**config.mk**
```make
export PLATFORM = sky130hd
export DESIGN_NAME = tlb_set_assoc_array
export DESIGN_NICKNAME = d
export VERILOG_FILES = /design/src/rtl/tlb_set_assoc_array.sv
export SDC_FILE = /design/constraint.sdc
export NUM_CORES = 2
export LEC_CHECK = 0
export CAP_MARGIN = 0
export CORE_MARGIN = 2
export CORE_UTILIZATION = 57
export CTS_CLUSTER_DIAMETER = 40
export CTS_CLUSTER_SIZE = 12
export DETAILED_ROUTE_END_ITERATION = 6
export PLACE_DENSITY_LB_ADDON = 0.05
export SLEW_MARGIN = 40
export SYNTH_ARGS = -nofsm -noshare
export SYNTH_HDL_FRONTEND = slang
export SYNTH_SLANG_ARGS = --single-unit
```
**constraint.sdc**
```tcl
create_clock -name clk -period 5.25 [get_ports clk]
set_input_delay 0.7875 -clock clk [delete_from_list [all_inputs] [get_ports clk]]
set_output_delay 0.7875 -clock clk [all_outputs]
set_load 0.01 [all_outputs]
```
**src/rtl/tlb_set_assoc_array.sv**
```systemverilog
// tlb_set_assoc_array: parametrised set-associative TLB array with lookup, fill and SFENCE-style flush
module tlb_set_assoc_array #(
  parameter int ENTRIES    = 32,
  parameter int ASSOC      = 2,
  parameter int SUPERPAGE  = 0,
  parameter int ASID_WIDTH = 9,
  parameter int PERM_WIDTH = 8
) (
  input  logic                  clk,
  input  logic                  rst,
  input  logic                  req_valid,
  output logic                  req_ready,
  input  logic [19:0]           req_vpn,
  input  logic [ASID_WIDTH-1:0] req_asid,
  output logic                  resp_valid,
  output logic                  resp_hit,
  output logic [21:0]           resp_ppn,
  output logic [PERM_WIDTH-1:0] resp_perms,
  input  logic                  fill_valid,
  input  logic [19:0]           fill_vpn,
  input  logic [ASID_WIDTH-1:0] fill_asid,
  input  logic [21:0]           fill_ppn,
  input  logic [PERM_WIDTH-1:0] fill_perms,
  input  logic                  fill_global,
  input  logic                  flush_valid,
  output logic                  flush_ready,
  input  logic [1:0]            flush_mode,
  input  logic [19:0]           flush_vpn,
  input  logic [ASID_WIDTH-1:0] flush_asid,
  output logic                  flush_done
);
  localparam int NUM_SETS = ENTRIES / ASSOC;
  localparam int IB = $clog2(NUM_SETS);
  localparam int IW = IB > 0 ? IB : 1;
  localparam int WW = ASSOC > 1 ? $clog2(ASSOC) : 1;
  localparam int KW = SUPERPAGE != 0 ? 10 : 20;
  localparam int TW = KW - IB;
  typedef enum logic {IDLE, FLUSH_WALK} state_t;
  state_t state, state_d;
  logic [ENTRIES-1:0] valid, valid_d, clr, fill_hot;
  logic glob [ENTRIES];
  logic [ASID_WIDTH-1:0] asid [ENTRIES];
  logic [TW-1:0] tag [ENTRIES];
  logic [21:0] ppn [ENTRIES];
  logic [PERM_WIDTH-1:0] perms [ENTRIES];
  logic [WW-1:0] rr [NUM_SETS];
  logic [IW-1:0] cnt, rs, fs, xs;
  logic [TW-1:0] rt, ft, xt;
  logic [ASID_WIDTH-1:0] walk_asid;
  logic idle, fl_acc, fill_do, walk_last, hit, fmatch, finv, use_rr;
  logic [21:0] hppn;
  logic [PERM_WIDTH-1:0] hperm;
  logic [WW-1:0] fway;

  function automatic logic [IW-1:0] set_of(input logic [19:0] vpn);
    logic [KW-1:0] k;
    k = vpn[19 -: KW];
    return IW'(k % NUM_SETS);
  endfunction

  function automatic logic [TW-1:0] tag_of(input logic [19:0] vpn);
    logic [KW-1:0] k;
    k = vpn[19 -: KW];
    return k[KW-1 -: TW];
  endfunction

  function automatic int ent(input logic [IW-1:0] s, input int w);
    return int'(s) * ASSOC + w;
  endfunction

  assign rs = set_of(req_vpn);
  assign rt = tag_of(req_vpn);
  assign fs = set_of(fill_vpn);
  assign ft = tag_of(fill_vpn);
  assign xs = set_of(flush_vpn);
  assign xt = tag_of(flush_vpn);
  assign idle = state == IDLE;
  assign req_ready = idle;
  assign flush_ready = idle;
  assign fl_acc = flush_valid && idle;
  assign fill_do = fill_valid && idle && !flush_valid;
  assign walk_last = cnt == IW'(NUM_SETS - 1);

  // lookup compare against the indexed set, pre-update contents
  always_comb begin
    hit = 1'b0;
    hppn = '0;
    hperm = '0;
    for (int w = 0; w < ASSOC; w++)
      if (valid[ent(rs, w)] && tag[ent(rs, w)] == rt && (glob[ent(rs, w)] || asid[ent(rs, w)] == req_asid)) begin
        hit = 1'b1;
        hppn = ppn[ent(rs, w)];
        hperm = perms[ent(rs, w)];
      end
  end

  // fill victim: matching way, else lowest invalid way, else round-robin pointer
  always_comb begin
    fmatch = 1'b0;
    finv = 1'b0;
    fway = '0;
    for (int w = ASSOC - 1; w >= 0; w--)
      if (!valid[ent(fs, w)]) begin
        finv = 1'b1;
        fway = WW'(w);
      end
    for (int w = 0; w < ASSOC; w++)
      if (valid[ent(fs, w)] && tag[ent(fs, w)] == ft && (glob[ent(fs, w)] || asid[ent(fs, w)] == fill_asid)) begin
        fmatch = 1'b1;
        fway = WW'(w);
      end
    use_rr = !fmatch && !finv;
    if (use_rr) fway = rr[fs];
  end

  // per-entry invalidation from direct flushes and the ASID walk, merged with the fill
  always_comb begin
    clr = '0;
    fill_hot = '0;
    for (int e = 0; e < ENTRIES; e++)
      clr[e] = (fl_acc && (flush_mode == 2'd0 || (flush_mode[0] && IW'(e / ASSOC) == xs && tag[e] == xt &&
               (!flush_mode[1] || (!glob[e] && asid[e] == flush_asid))))) ||
               (!idle && IW'(e / ASSOC) == cnt && !glob[e] && asid[e] == walk_asid);
    fill_hot[ent(fs, int'(fway))] = fill_do;
    valid_d = (valid & ~clr) | fill_hot;
  end

  // next state: enter the walk on an ASID flush, leave after the last set
  always_comb begin
    state_d = state;
    if (fl_acc && flush_mode == 2'd2) state_d = FLUSH_WALK;
    else if (!idle && walk_last) state_d = IDLE;
  end

  // control state, valid bits, replacement pointers and registered response
  always_ff @(posedge clk or posedge rst)
    if (rst) begin
      state <= IDLE;
      cnt <= '0;
      valid <= '0;
      walk_asid <= '0;
      flush_done <= 1'b0;
      resp_valid <= 1'b0;
      resp_hit <= 1'b0;
      resp_ppn <= '0;
      resp_perms <= '0;
      for (int s = 0; s < NUM_SETS; s++) rr[s] <= '0;
    end else begin
      state <= state_d;
      valid <= valid_d;
      cnt <= idle ? '0 : cnt + 1'b1;
      if (fl_acc) walk_asid <= flush_asid;
      flush_done <= (fl_acc && flush_mode != 2'd2) || (!idle && walk_last);
      if (fill_do && use_rr) rr[fs] <= ASSOC > 1 ? fway + 1'b1 : '0;
      resp_valid <= req_valid && idle;
      resp_hit <= req_valid && idle && hit;
      resp_ppn <= (req_valid && idle && hit) ? (SUPERPAGE != 0 ? {hppn[21:10], req_vpn[9:0]} : hppn) : '0;
      resp_perms <= (req_valid && idle && hit) ? hperm : '0;
    end

  // translation payload, written only by fills
  always_ff @(posedge clk)
    if (fill_do) begin
      glob[ent(fs, int'(fway))] <= fill_global;
      asid[ent(fs, int'(fway))] <= fill_asid;
      tag[ent(fs, int'(fway))] <= ft;
      ppn[ent(fs, int'(fway))] <= fill_ppn;
      perms[ent(fs, int'(fway))] <= fill_perms;
    end
endmodule

```
==> impl_metrics.py <==
metrics = {
    "detailed_routing": {
        "wl_per_cell_um": 41.7,
        "total_vias_in_the_final_route": 60404,
        "routed_via_density": 7.19,
        "drt_pre_antenna_iters": 7,
        "route.detailed.drc": 5,
        "post_drt_antenna_nets": 0,
        "wirelength_um": 351000,
        "drt_iter0_drc": 9818,
    },
    "cts": {
        "numCtsBuffers": 295,
        "cts_root_buffer": "clkbuf_16",
        "htree_levels": 5,
        "tritoncts": "built",
        "ctsResizeCount": 0,
        "cts_post_setup_buffers_inserted": 0,
        "cts_sinks": 1887,
        "clock_tree.buffer_depth": 4,
        "clk_pin_slew_worst_paths_ps": 60,
        "cts.hold.buffers_added": 0,
        "clock_latency_ps": 960,
    },
    "logic_synthesis": {
        "top_reg_cell_synth": "edfxtp_1",
        "yosys-top-cells-area": "edfxtp_1, mux4_2, xnor2_1, xor2_1, dfrtp_1",
        "mappedNetlistArea_um2": 93500,
        "synth_sequential_area_ratio_pct": 60.1,
        "synthMostInstantiatedCell": "edfxtp_1",
        "synth.ff_latch_count": 1887,
        "syn_area_per_cell_um2": 17.0,
        "synth_top_cell_area_share_pct": 57.6,
        "synth_edf_count": 1792,
        "synth.top_cells.by_count": "edfxtp_1, mux4_2, xnor2_1",
        "synthArstFlopShare_pct": 5.03,
        "ys_types": 77,
        "netlist.top_cell.by_area": "edfxtp_1",
        "synth_warnings": 0,
        "syn_nets": 5629,
        "post_synth_inst_count": 5500,
    },
    "worst_setup_path": {
        "crit_slowest_cell": "mux2i_1",
        "most_repeated_library_cell_on_the_critical_path": "buf_4",
        "path_max_fanout": 20,
        "critical_setup_path_kind": "primary input to register",
        "path_cells": "buf_8 > buf_4 > buf_4 > mux2i_1 > a221oi_1 > buf_2 > o21ai_0 > mux2i_1 > nor4_1 > buf_4 > nand4_1 > buf_4 > nor2_2 > o21ba_2 > buf_12 > buf_4 > nor2_4 > buf_4",
        "end_kind": "register",
        "required_time_of_the_critical_path_ps": 5820,
        "start_kind": "primary input",
        "critical_path_arrival_ps": 5520,
        "critical-path-max-stage-delay_ps": 640,
    },
    "cells_and_area": {
        "final_area_um2": 111000,
        "finalNetCount": 6141,
        "number_of_inserted_filler_cells_in_the_final_layout": 10591,
        "final_core_utilization_pct": 68.1,
        "final_layout_size_suffix_gt1_share_pct": 29.0,
        "area_growth_syn_to_layout_pct": 18.7,
    },
    "floorplanning": {
        "ios": 160,
        "starting_density_of_the_core_pct": 57.4,
        "die-width_um": 409,
        "die_y_um": 409,
        "core_outline_area_um2": 163000,
        "placement_rows": 148,
        "fp.dieArea_um2": 167000,
    },
    "sta": {
        "finalHoldViolCount": 0,
        "setup_repair_after_global_routing_missed_its_margin": "no",
        "max_slew_margin_pct": 37.2,
        "setup_tns_ps": 0,
        "fmax_ghz": 0.202,
        "finalClockSkew_ps": 84.8,
        "setup_viol": 0,
        "worstMarginPinSlew_ps": 934,
        "report.final.slew_viol_count": 0,
        "fin_crit_sh_pct": 94.2,
        "period_minus_slack_ps": 4950,
        "worst_slack_ps": 303,
        "hold_slack_ps": 344,
    },
    "flow_run": {
        "drv.max_cap_violation_count": 0,
    },
    "placed_design": {
        "place.port_buffers": 159,
        "placedInstanceArea_um2": 101000,
        "preCtsSetupSlack_ps": -308,
        "place_congestion": 1.02,
        "post-dp-hpwl_um": 245000,
    },
    "global_routing": {
        "grt_remaining_overflow": 0,
        "maximum_number_of_pins_on_one_net_before_global_route_repair": 74,
        "grt_pass1_vias": 58959,
        "antenna_found_initial": 9,
        "grt_pass1_wl_um": 483000,
        "total_global_route_track_usage_pct": 42.0,
    },
    "power": {
        "vdd.ir_drop.worst_uv": 445,
        "leakage_nw": 36.5,
        "power.density_nw_per_um2": 374,
    },
    "worst_hold_path": {
        "hp-class": "primary input to register",
    },
    "run_status": {
        "violations_in_the_final_reports": "design-rule violations",
        "outcome": "finished, violations left",
    },
}
## stage by stage
stage / power, W / instances
after CTS: 0.0414 / 8394
after global routing: 0.0424 / 8395
after global placement: 0.0222 / 7886
after detailed placement: 0.0222 / 7889
after floorplan: 0.0202 / 5500
final: 0.0415 / 8400
## cell type report
type / count / area [µm²] / area share [%]
sequential: 1887 / 56200 / 50.7
tap: 2175 / 2720 / 2.45
clock buffer: 349 / 7750 / 6.99
antenna: 5 / 12.5 / 0.0113
multi-input combinational: 3157 / 35500 / 32.0
inverter: 82 / 313 / 0.282
timing repair buffer: 589 / 6490 / 5.85
clock inverter: 156 / 1890 / 1.70
## sequential cells by signal, indices dropped and copies added, names as in the netlist
register / flops
ppn: 704
tag: 512
asid: 288
perms: 256
glob: 32
valid: 32
resp_ppn: 22
rr: 16
walk_asid: 9
resp_perms: 8
cnt: 4
flush_done: 1
resp_hit: 1
resp_valid: 1
state: 1
## final timing paths
| kind | slack [ps] | cells after the start | startpoint | endpoint |
|---|---|---|---|---|
| setup / recovery | 300 | 18 | fill_vpn[0] | tag[27][13] |
| hold / removal | 340 | 1 | fill_ppn[1] | ppn[5][1] |
| setup reg to reg | 400 | 12 | asid[24][3] | tag[6][2] |
| hold reg to reg | 490 | 1 | rr[13] | rr[13] |
| max in group asynchronous | 3780 | 3 | rst | resp_ppn[14] |
| min in group asynchronous | 390 | 2 | rst | walk_asid[1] |
## kinds of logic (layout without fill, tap and decap cells)
kind of cell               count (synthesis)  in the layout  share of synthesized area, %
AOI/OAI and AO/OA                        263            263                          1.88
adders and majority gates                  4              4                        0.0535
buffers and inverters                    456           1176                          2.24
other                                      0              5                             0
and+or+nand+nor                          779            779                          4.51
xor gates and xnor gates                1198           1198                          11.2
DFF                                     1887           1887                          60.1
muxes                                    913            913                          20.0
## routing by layer
layer  vias up  track usage (%)  routed length [µm]
met5         -                0                  78
met4        12             24.9               25400
met3      1070             9.07               38100
met2      4840             64.0              161000
met1     31460             56.2              126000
li1      23022                -                   -
## critical path: cells and delay by family
family                 cells  cell delay (ps)
buffers and inverters      9             2100
and+or+nand+nor            4             1110
muxes                      2              910
AOI/OAI and AO/OA          3              570
## report_power, final
group	internal, W	leakage (nW)	switching (W)	total, W
clock network	0.0122	4.62	0.00715	0.0194
registers	0.0167	17.4	0.000615	0.0173
logic	0.00189	14.6	0.00293	0.00483
total	0.0308	36.5	0.0107	0.0415
## placed cells by master (no fill, tap or decap), drive strengths merged, types with 63 or more instances in the layout
cell type / netlist / layout
mux2i: 120 / 120
nor2: 88 / 88
mux4: 760 / 760
nor3: 63 / 63
nor4: 166 / 166
inv: 79 / 116
edfxtp: 1792 / 1792
xnor2: 608 / 608
nand3: 74 / 74
clkdlybuf4s50: 0 / 93
dfrtp: 95 / 95
xor2: 590 / 590
nand4: 173 / 173
clkbuf: 145 / 351
buf: 229 / 494
nand2: 131 / 131
Power figures use the tool's default switching activity.
